## config.mk

```make
export PLATFORM = sky130hd
export DESIGN_NAME = rob_head_advance
export DESIGN_NICKNAME = d
export VERILOG_FILES = /design/src/rtl/rob_head_advance.sv
export SDC_FILE = /design/constraint.sdc
export NUM_CORES = 1
export LEC_CHECK = 0
export CAP_MARGIN = 20
export CORE_MARGIN = 8
export CORE_UTILIZATION = 30
export DETAILED_ROUTE_END_ITERATION = 7
export SYNTH_ARGS = -nofsm -noshare
export SYNTH_HDL_FRONTEND = slang
export SYNTH_SLANG_ARGS = --single-unit
```

## constraint.sdc

```tcl
create_clock -name clk_i -period 15.7 [get_ports clk_i]
set_clock_uncertainty 0.2 [all_clocks]
set_input_delay 3.14 -clock clk_i [delete_from_list [all_inputs] [get_ports clk_i]]
set_output_delay 3.14 -clock clk_i [all_outputs]
set_load 0.01 [all_outputs]
```

## src/rtl/rob_head_advance.sv

```systemverilog
// Purpose: reorder-buffer head pointer advancing by commit count plus skipped dead entries, never passing the tail.
// Latency: inputs sampled on a rising edge are reflected on head_o/amt_o/skip_cnt_o right after that edge; amt_v_o pulses for one cycle.
// Backpressure: none; every cycle is accepted, and the advance is clamped to the ROB occupancy instead of stalling.
module rob_head_advance #(
    parameter int RENTRIES   = 16,
    parameter int RBITS      = $clog2(RENTRIES),
    parameter int MAX_COMMIT = 4,
    parameter int MAX_SKIP   = 4,
    parameter int AMTW       = $clog2(MAX_COMMIT + MAX_SKIP + 1),
    parameter int CNTW       = 32
) (
    input  logic                clk_i,
    input  logic                rst_ni,
    input  logic                flush_i,
    input  logic [RBITS-1:0]    flush_head_i,
    input  logic                commit_v_i,
    input  logic [AMTW-1:0]     commit_amt_i,
    input  logic                skip_en_i,
    input  logic [RBITS-1:0]    rob_tail_i,
    input  logic                rob_full_i,
    input  logic [RENTRIES-1:0] rob_v_i,
    output logic [RBITS-1:0]    head_o,
    output logic [AMTW-1:0]     amt_o,
    output logic                amt_v_o,
    output logic [CNTW-1:0]     skip_cnt_o
);

    // Internal arithmetic width: holds head + a full ROB's worth of advance without overflow.
    localparam int OW = RBITS + 2;
    localparam int PW = 1 << RBITS;
    localparam logic [OW-1:0] ENT  = OW'(RENTRIES);
    localparam logic [OW-1:0] MAXC = OW'(MAX_COMMIT);

    logic [RBITS-1:0] head_q, head_d;
    logic [AMTW-1:0]  amt_q, amt_d;
    logic             amt_v_q, amt_v_d;
    logic [CNTW-1:0]  skip_cnt_q, skip_cnt_d;

    logic [OW-1:0]    occ;
    logic [OW-1:0]    c_amt;
    logic [OW-1:0]    s_amt;
    logic [OW-1:0]    probe;
    logic             skip_run;
    logic [AMTW-1:0]  t_amt;
    logic [OW-1:0]    nxt_w;
    logic [CNTW:0]    cnt_sum;
    logic [PW-1:0]    rob_v_pad;

    // Pad the valid vector to a power of two so probe indices never select out of range.
    assign rob_v_pad = PW'(rob_v_i);

    // Occupancy from head/tail distance (explicit wrap, no modulo), then commit clamped to it.
    always_comb begin
        occ = '0;
        if (rob_full_i) begin
            occ = ENT;
        end else if (rob_tail_i >= head_q) begin
            occ = OW'(rob_tail_i) - OW'(head_q);
        end else begin
            occ = OW'(rob_tail_i) + ENT - OW'(head_q);
        end
        c_amt = '0;
        if (commit_v_i) begin
            c_amt = (OW'(commit_amt_i) > MAXC) ? MAXC : OW'(commit_amt_i);
        end
        if (c_amt > occ) begin
            c_amt = occ;
        end
    end

    // Skip chain: walk past invalid entries after the committed ones; first valid entry or the tail ends it.
    always_comb begin
        s_amt    = '0;
        skip_run = skip_en_i;
        probe    = '0;
        for (int k = 0; k < MAX_SKIP; k++) begin
            probe = OW'(head_q) + c_amt + s_amt;
            if (probe >= ENT) begin
                probe = probe - ENT;
            end
            if (skip_run && ((c_amt + s_amt) < occ) && !rob_v_pad[probe[RBITS-1:0]]) begin
                s_amt = s_amt + OW'(1);
            end else begin
                skip_run = 1'b0;
            end
        end
    end

    // Next-state: flush redirect wins; otherwise advance with a single-subtract wrap and bump the saturating counter.
    always_comb begin
        t_amt      = AMTW'(c_amt + s_amt);
        nxt_w      = OW'(head_q) + OW'(t_amt);
        cnt_sum    = {1'b0, skip_cnt_q} + (CNTW + 1)'(s_amt);
        head_d     = head_q;
        amt_d      = amt_q;
        amt_v_d    = 1'b0;
        skip_cnt_d = skip_cnt_q;
        if (flush_i) begin
            head_d  = flush_head_i;
            amt_d   = '0;
            amt_v_d = 1'b0;
        end else begin
            head_d     = (nxt_w >= ENT) ? RBITS'(nxt_w - ENT) : RBITS'(nxt_w);
            amt_d      = t_amt;
            amt_v_d    = (t_amt != '0);
            skip_cnt_d = cnt_sum[CNTW] ? '1 : cnt_sum[CNTW-1:0];
        end
    end

    // State registers with asynchronous clear; nothing pending survives a reset.
    always_ff @(posedge clk_i or negedge rst_ni) begin
        if (!rst_ni) begin
            head_q     <= '0;
            amt_q      <= '0;
            amt_v_q    <= 1'b0;
            skip_cnt_q <= '0;
        end else begin
            head_q     <= head_d;
            amt_q      <= amt_d;
            amt_v_q    <= amt_v_d;
            skip_cnt_q <= skip_cnt_d;
        end
    end

    assign head_o     = head_q;
    assign amt_o      = amt_q;
    assign amt_v_o    = amt_v_q;
    assign skip_cnt_o = skip_cnt_q;

    // The head must never move past the tail, and a flush target must be a real entry.
    a_no_pass_tail: assert property (@(posedge clk_i) disable iff (!rst_ni) OW'(t_amt) <= occ);
    a_flush_range:  assert property (@(posedge clk_i) disable iff (!rst_ni) flush_i |-> (OW'(flush_head_i) < ENT));

endmodule

```

Word-level counts from Yosys, hierarchy flattened
Cells that the tools add are included.

operators by class
  reductions and logical operators = 13
  mux-type cells = 29
  $lt $le $gt $ge = 16
  $add $sub $neg = 21

operators by type and width
  cell                                                                    number
  4-bit two-way mux                                                       9
  6-bit two-way mux                                                       6
  32-bit by 6-bit adder with 33-bit output                                1
  32-bit two-way mux                                                      1
  6-bit adder                                                             4
  6-bit by 5-bit >= comparator with 1-bit output (second input constant)  4
  6-bit < comparator                                                      4
  4-bit by 5-bit < comparator with 1-bit output (second input constant)   4
  4-bit by 1-bit subtractor with 4-bit output (second input constant)     5
  6-bit by 1-bit adder with 6-bit output (second input constant)          3
  1-bit binary-select mux with 4-bit select                               4
  6-bit by 1-bit adder with 6-bit output                                  2
  1-bit two-way mux                                                       9
  1-bit logical AND                                                       8
  4-bit by 5-bit adder with 6-bit output (second input constant)          1
  4-bit by 6-bit adder with 6-bit output                                  1
  6-bit > comparator                                                      1
  6-bit by 4-bit subtractor with 6-bit output                             1
  4-bit by 4-bit adder with 5-bit output                                  1
  5-bit >= comparator (second input constant)                             1
  4-bit by 4-bit subtractor with 5-bit output                             1
  4-bit adder                                                             1
  4-bit >= comparator                                                     1
  4-bit by 3-bit > comparator with 1-bit output (second input constant)   1
  2 further kinds                                                         5

word-level totals
  input bits = 34
  output and inout port bits = 41
  logic and storage cells = 83
  register bits = 41

Longest topological paths before layout
  word-level depth = 43
  mapped depth = 73
  depth with buffers taken out = 72

Least setup slack after synthesis
No wires, ideal clock.

  path kind = input-to-reg
  from = input port rob_tail_i[0]
  to = register skip_cnt_q[10] (netlist: skip_cnt_o[10])
  buffers on the path = 3
  slack = -1207 ps
  setup time = 68 ps
  stages on the path = 66
  arrival = 16639 ps
  cells stage by stage = inv_1 > ha_1 > inv_1 > fa_1 > xnor2_1 > nor2_1 > inv_1 > ha_1 > and2_1 > o21ai_0 > a32oi_1 > nand2_1 > o21ai_0 > ha_1 > a21o_1 > a21oi_1 > xnor2_1 > xor2_1 > (+30 left out) > o21ai_0 > a21oi_1 > nor2_1 > and2_2 > nand4b_1 > xnor2_1 > ha_1 > inv_1 > fa_1 > nor2b_1 > o21ai_0 > a2111oi_2 > nand2_1 > nor2_1 > nand3b_1 > clkbuf_1 > buf_1 > nand2_1

between the ends
  longest elaborated chain between the ends = 40

RTL lines
  what                                                                                                           RTL line  source
  start, declared                                                                                                19        input logic [RBITS-1:0] rob_tail_i,
  4-bit by 5-bit adder with 6-bit output                                                                         60        occ = OW'(rob_tail_i) + ENT - OW'(head_q);
  6-bit by 4-bit subtractor with 6-bit output                                                                    60
  6-bit two-way mux (*)                                                                                          57        end else if (rob_tail_i >= head_q) begin
  6-bit two-way mux (*)                                                                                          55        if (rob_full_i) begin
  6-bit > comparator                                                                                             66        if (c_amt > occ) begin
  6-bit two-way mux                                                                                              66
  4-bit by 6-bit adder with 6-bit output                                                                         77        probe = OW'(head_q) + c_amt + s_amt;
  6-bit by 5-bit >= comparator with 1-bit output or 4-bit by 1-bit subtractor with 4-bit output (tied branches)  78, 79
  (+24 left out)                                                                                                 -
  4-bit two-way mux                                                                                              78        if (probe >= ENT) begin
  1-bit binary-select mux with 4-bit select                                                                      81        if (skip_run && ((c_amt + s_amt) < occ) && !rob_v_pad[probe[RBITS-1:0]]) begin
  1-bit two-way mux (implied by the code)                                                                        81
  1-bit zero test                                                                                                81
  1-bit logical AND                                                                                              81
  6-bit two-way mux (*)                                                                                          81
  32-bit by 6-bit adder with 33-bit output (*)                                                                   93        cnt_sum = {1'b0, skip_cnt_q} + (CNTW + 1)'(s_amt);
  32-bit two-way mux (*)                                                                                         106       skip_cnt_d = cnt_sum[CNTW] ? '1 : cnt_sum[CNTW-1:0];
  end signal, assigned                                                                                           121       skip_cnt_q <= skip_cnt_d;
  end, declared                                                                                                  37        logic [CNTW-1:0] skip_cnt_q, skip_cnt_d;

Mark *: on every way between the ends. The rest lies on a longest branch, timed or not. The select of a mux whose other input is x is not followed.
A chain may end at the register's enable or synchronous reset.

Final worst setup path
  from = input port rob_tail_i[0]
  to = register skip_cnt_q[31] (netlist: skip_cnt_o[31])

Same word-level chain as after synthesis.

==> flow_summary.toml <==
[status]
outcome = "complete, no violations"

[yosys]
yosys_warnings = 0
yosysSeqAreaShare = 0.246
synthArstFlopShare = 1.00
synth_area_per_cell_um2 = 10.0
netlist.area_leader.share = 0.246
syn_area_um2 = 4160
synthCells = 416
synth.top_cells.by_area = "dfrtp_1 25%, ha_1 17%, mux4_2 6.5%"
yosysTopAreaCell = "dfrtp_1"
synth_edf_count = 0
yosys_register_bits = 41
synth_cell_types = 50
synth-main-ff-cell = "dfrtp_1"

[floorplanning]
die_height_um = 134
die_area_um2 = 17900
rows = 43
chipWidth_um = 134
core_um2 = 13700
start_util = 0.304
io_pins = 75

[clock_tree]
clk_latency_ns = 0.28
cts_root_buf = "clkbuf_16"
cts_sinks = 41
cts_tree = "built"
path_clk_slew_ns = 0.06
clockBufferDepth = 2
htreeDepth = 2
cts_made_buffers = 5

[timing]
fmax_mhz = 65.6
timing.hold.ws_ns = 0.330
relSlewSlack = 0.370
rsz0062_at_grt = "true"
tightest_slew_ns = 0.944
slew_violations = 0
fin_crit_ns = 15.25
finalSetupViolCount = 0
hold_violations = 0
min_period_over_period = 0.971

[grt]
grt_max_degree = 42
antenna_found_initial = 0
grtUsageTotal = 0.134
grt_pass1_wl_mm = 20.0
grt_overflow = 0
grt_pass1_vias = 3911

[route]
via_per_inst = 4.91
drc = 0
wl_mm = 12.5
dr.pass1.iters = 4
ant_nets = 0
routedWlPerCell_um = 16.2
route.vias.total = 3805
drt-initial-drc-count = 172

[pwr]
finalPower_mw = 1.60
leakagePower_nw = 3.07
power_frac_seq = 0.094
combPwrFrac = 0.832
sw_frac_of_total = 0.395
p_int_mw = 0.966
p_sw_mw = 0.630
ir_worst_vdd_uv = 108
power_density_nw_per_um2 = 243
clock_power_share = 0.074

[final_layout]
nNetsFinal = 693
final_area_um2 = 6560
num_antenna_cells = 0
drive_gt1_frac = 0.366
fillCellCount = 1293
area_delta_synth_final_pct = 57.6

[worst_setup_path]
path_common_cell = "ha_4"
cp.arrival_ns = 15.27
cp_num_buf_inv = 11
cp_slowest_cell = "fa_2"
cp.required_ns = 15.72
cp_slowest_stage_delay_ns = 0.64
cp_top_family = "adder cells"
crit_path_start_kind = "input pin"
endpoint_kind = "flip-flop"
crit_type = "in2reg"
path_max_fanout = 4

[worst_hold_path]
hold_class = "reg2reg"

[run]
cap_violations = 0

[placement]
finalWeightedCongestion = 0.830
placed_area_um2 = 5860
dp_hpwl_mm = 9.46
io_buffers = 74
==> final timing paths <==
path / from / endpoint / slack, ns / cells past startpoint
worst max-delay path: rob_tail_i[0] / skip_cnt_o[31] / 0.45 / 63
worst min-delay path: skip_cnt_o[30] / skip_cnt_o[30] / 0.33 / 1
worst max register to register: head_o[1] / skip_cnt_o[31] / 2.82 / 60
worst min register to register: skip_cnt_o[30] / skip_cnt_o[30] / 0.33 / 1
max in group asynchronous: rst_ni / skip_cnt_o[1] / 11.91 / 1
min in group asynchronous: rst_ni / skip_cnt_o[24] / 2.81 / 1
==> state kept, by name (all words and copies together) (netlist names) <==
name	cells
amt_v_o	1
skip_cnt_o	32
head_o	4
amt_o	4
==> cells by family after synthesis <==
| family | Yosys count | synth area share |
|---|---|---|
| multiplexers | 39 | 0.148 |
| adder cells (fa/ha/maj) | 65 | 0.212 |
| flip-flops | 41 | 0.246 |
| XOR/XNOR | 48 | 0.103 |
| AO/OA/AOI/OAI | 62 | 0.100 |
| other | 1 | 0.000901 |
| AND/OR/NAND/NOR | 128 | 0.160 |
| buffers and inverters | 32 | 0.0300 |
==> what timing repair did <==
| item | 4_1_cts | 5_1_grt |
|---|---|---|
| hold buffers | 0 | 0 |
| gates cloned | 1 | 0 |
| setup endpoints to repair | 36 | 37 |
| gates resized for setup | 30 | 47 |
| setup buffers | 13 | 14 |
| pin swaps | 36 | 48 |
==> power groups by stage <==
stage | logic [mW] | clock network [mW] | registers, mW
3_3_place_gp | 1.11 | 0 | 0.152
2_1_floorplan | 0.760 | 0 | 0.156
3_5_place_dp | 1.13 | 0 | 0.152
6_report | 1.33 | 0.118 | 0.151
4_1_cts | 1.24 | 0.122 | 0.151
5_1_grt | 1.45 | 0.127 | 0.154
==> placed cells by master (no fill, tap or decap), types with 7 or more instances in the layout <==
master	netlist	routed
nor2b_1	10	7
nor2_1	15	12
ha_4	0	15
nand3_1	13	12
mux4_2	12	16
inv_1	24	16
buf_4	1	95
and3_1	16	12
a21oi_1	20	16
mux2i_1	14	8
a21o_1	8	8
dfrtp_1	41	41
o21ai_0	16	8
nand2_2	0	7
xnor2_1	23	18
xor2_1	24	22
inv_2	0	7
clkdlybuf4s50_1	0	69
ha_1	56	38
nand2_1	46	39
==> synthesized netlist by cell type (9+ instances only) <==
| library cell | number |
|---|---|
| ha_1 | 56 |
| inv_1 | 24 |
| xor2_1 | 24 |
| fa_1 | 9 |
| dfrtp_1 | 41 |
| mux4_2 | 12 |
| a21oi_1 | 20 |
| nor2b_1 | 10 |
| nand2_1 | 46 |
| nand3_1 | 13 |
| xnor2_1 | 23 |
| nor2_1 | 15 |
| mux2i_1 | 14 |
| o21ai_0 | 16 |
| and3_1 | 16 |
==> layer usage <==
| metal | part of all wire | track usage | vias up |
|---|---|---|---|
| li1 | - | - | 1843 |
| met1 | 0.43 | 0.165 | 1882 |
| met2 | 0.51 | 0.239 | 71 |
| met3 | 0.049 | 0.0277 | 9 |
| met4 | 0.0093 | 0.0206 | 0 |
| met5 | 0 | 0 | - |
==> layout make-up <==
| class | instances | area [µm²] | area share |
|---|---|---|---|
| multi-input combinational | 347 | 3500 | 0.533 |
| sequential | 41 | 1030 | 0.156 |
| clock inverter | 3 | 43.8 | 0.00667 |
| tap | 180 | 225 | 0.0343 |
| clock buffer | 5 | 125 | 0.0191 |
| inverter | 24 | 92.6 | 0.0141 |
| timing repair buffer | 175 | 1550 | 0.236 |
==> through the flow <==
step,setup WS [ns],setup TNS (ns),cells,util
finish,0.455,0,775,0.478
detailed placement,-0.703,-19.03,739,0.427
global placement,-0.513,-10.59,739,0.427
CTS,0.00484,0,761,0.458
global route,-0.139,-1.53,775,0.478
floorplan,0.000279,0,420,-
No activity file was read; power rests on OpenSTA's default activity.
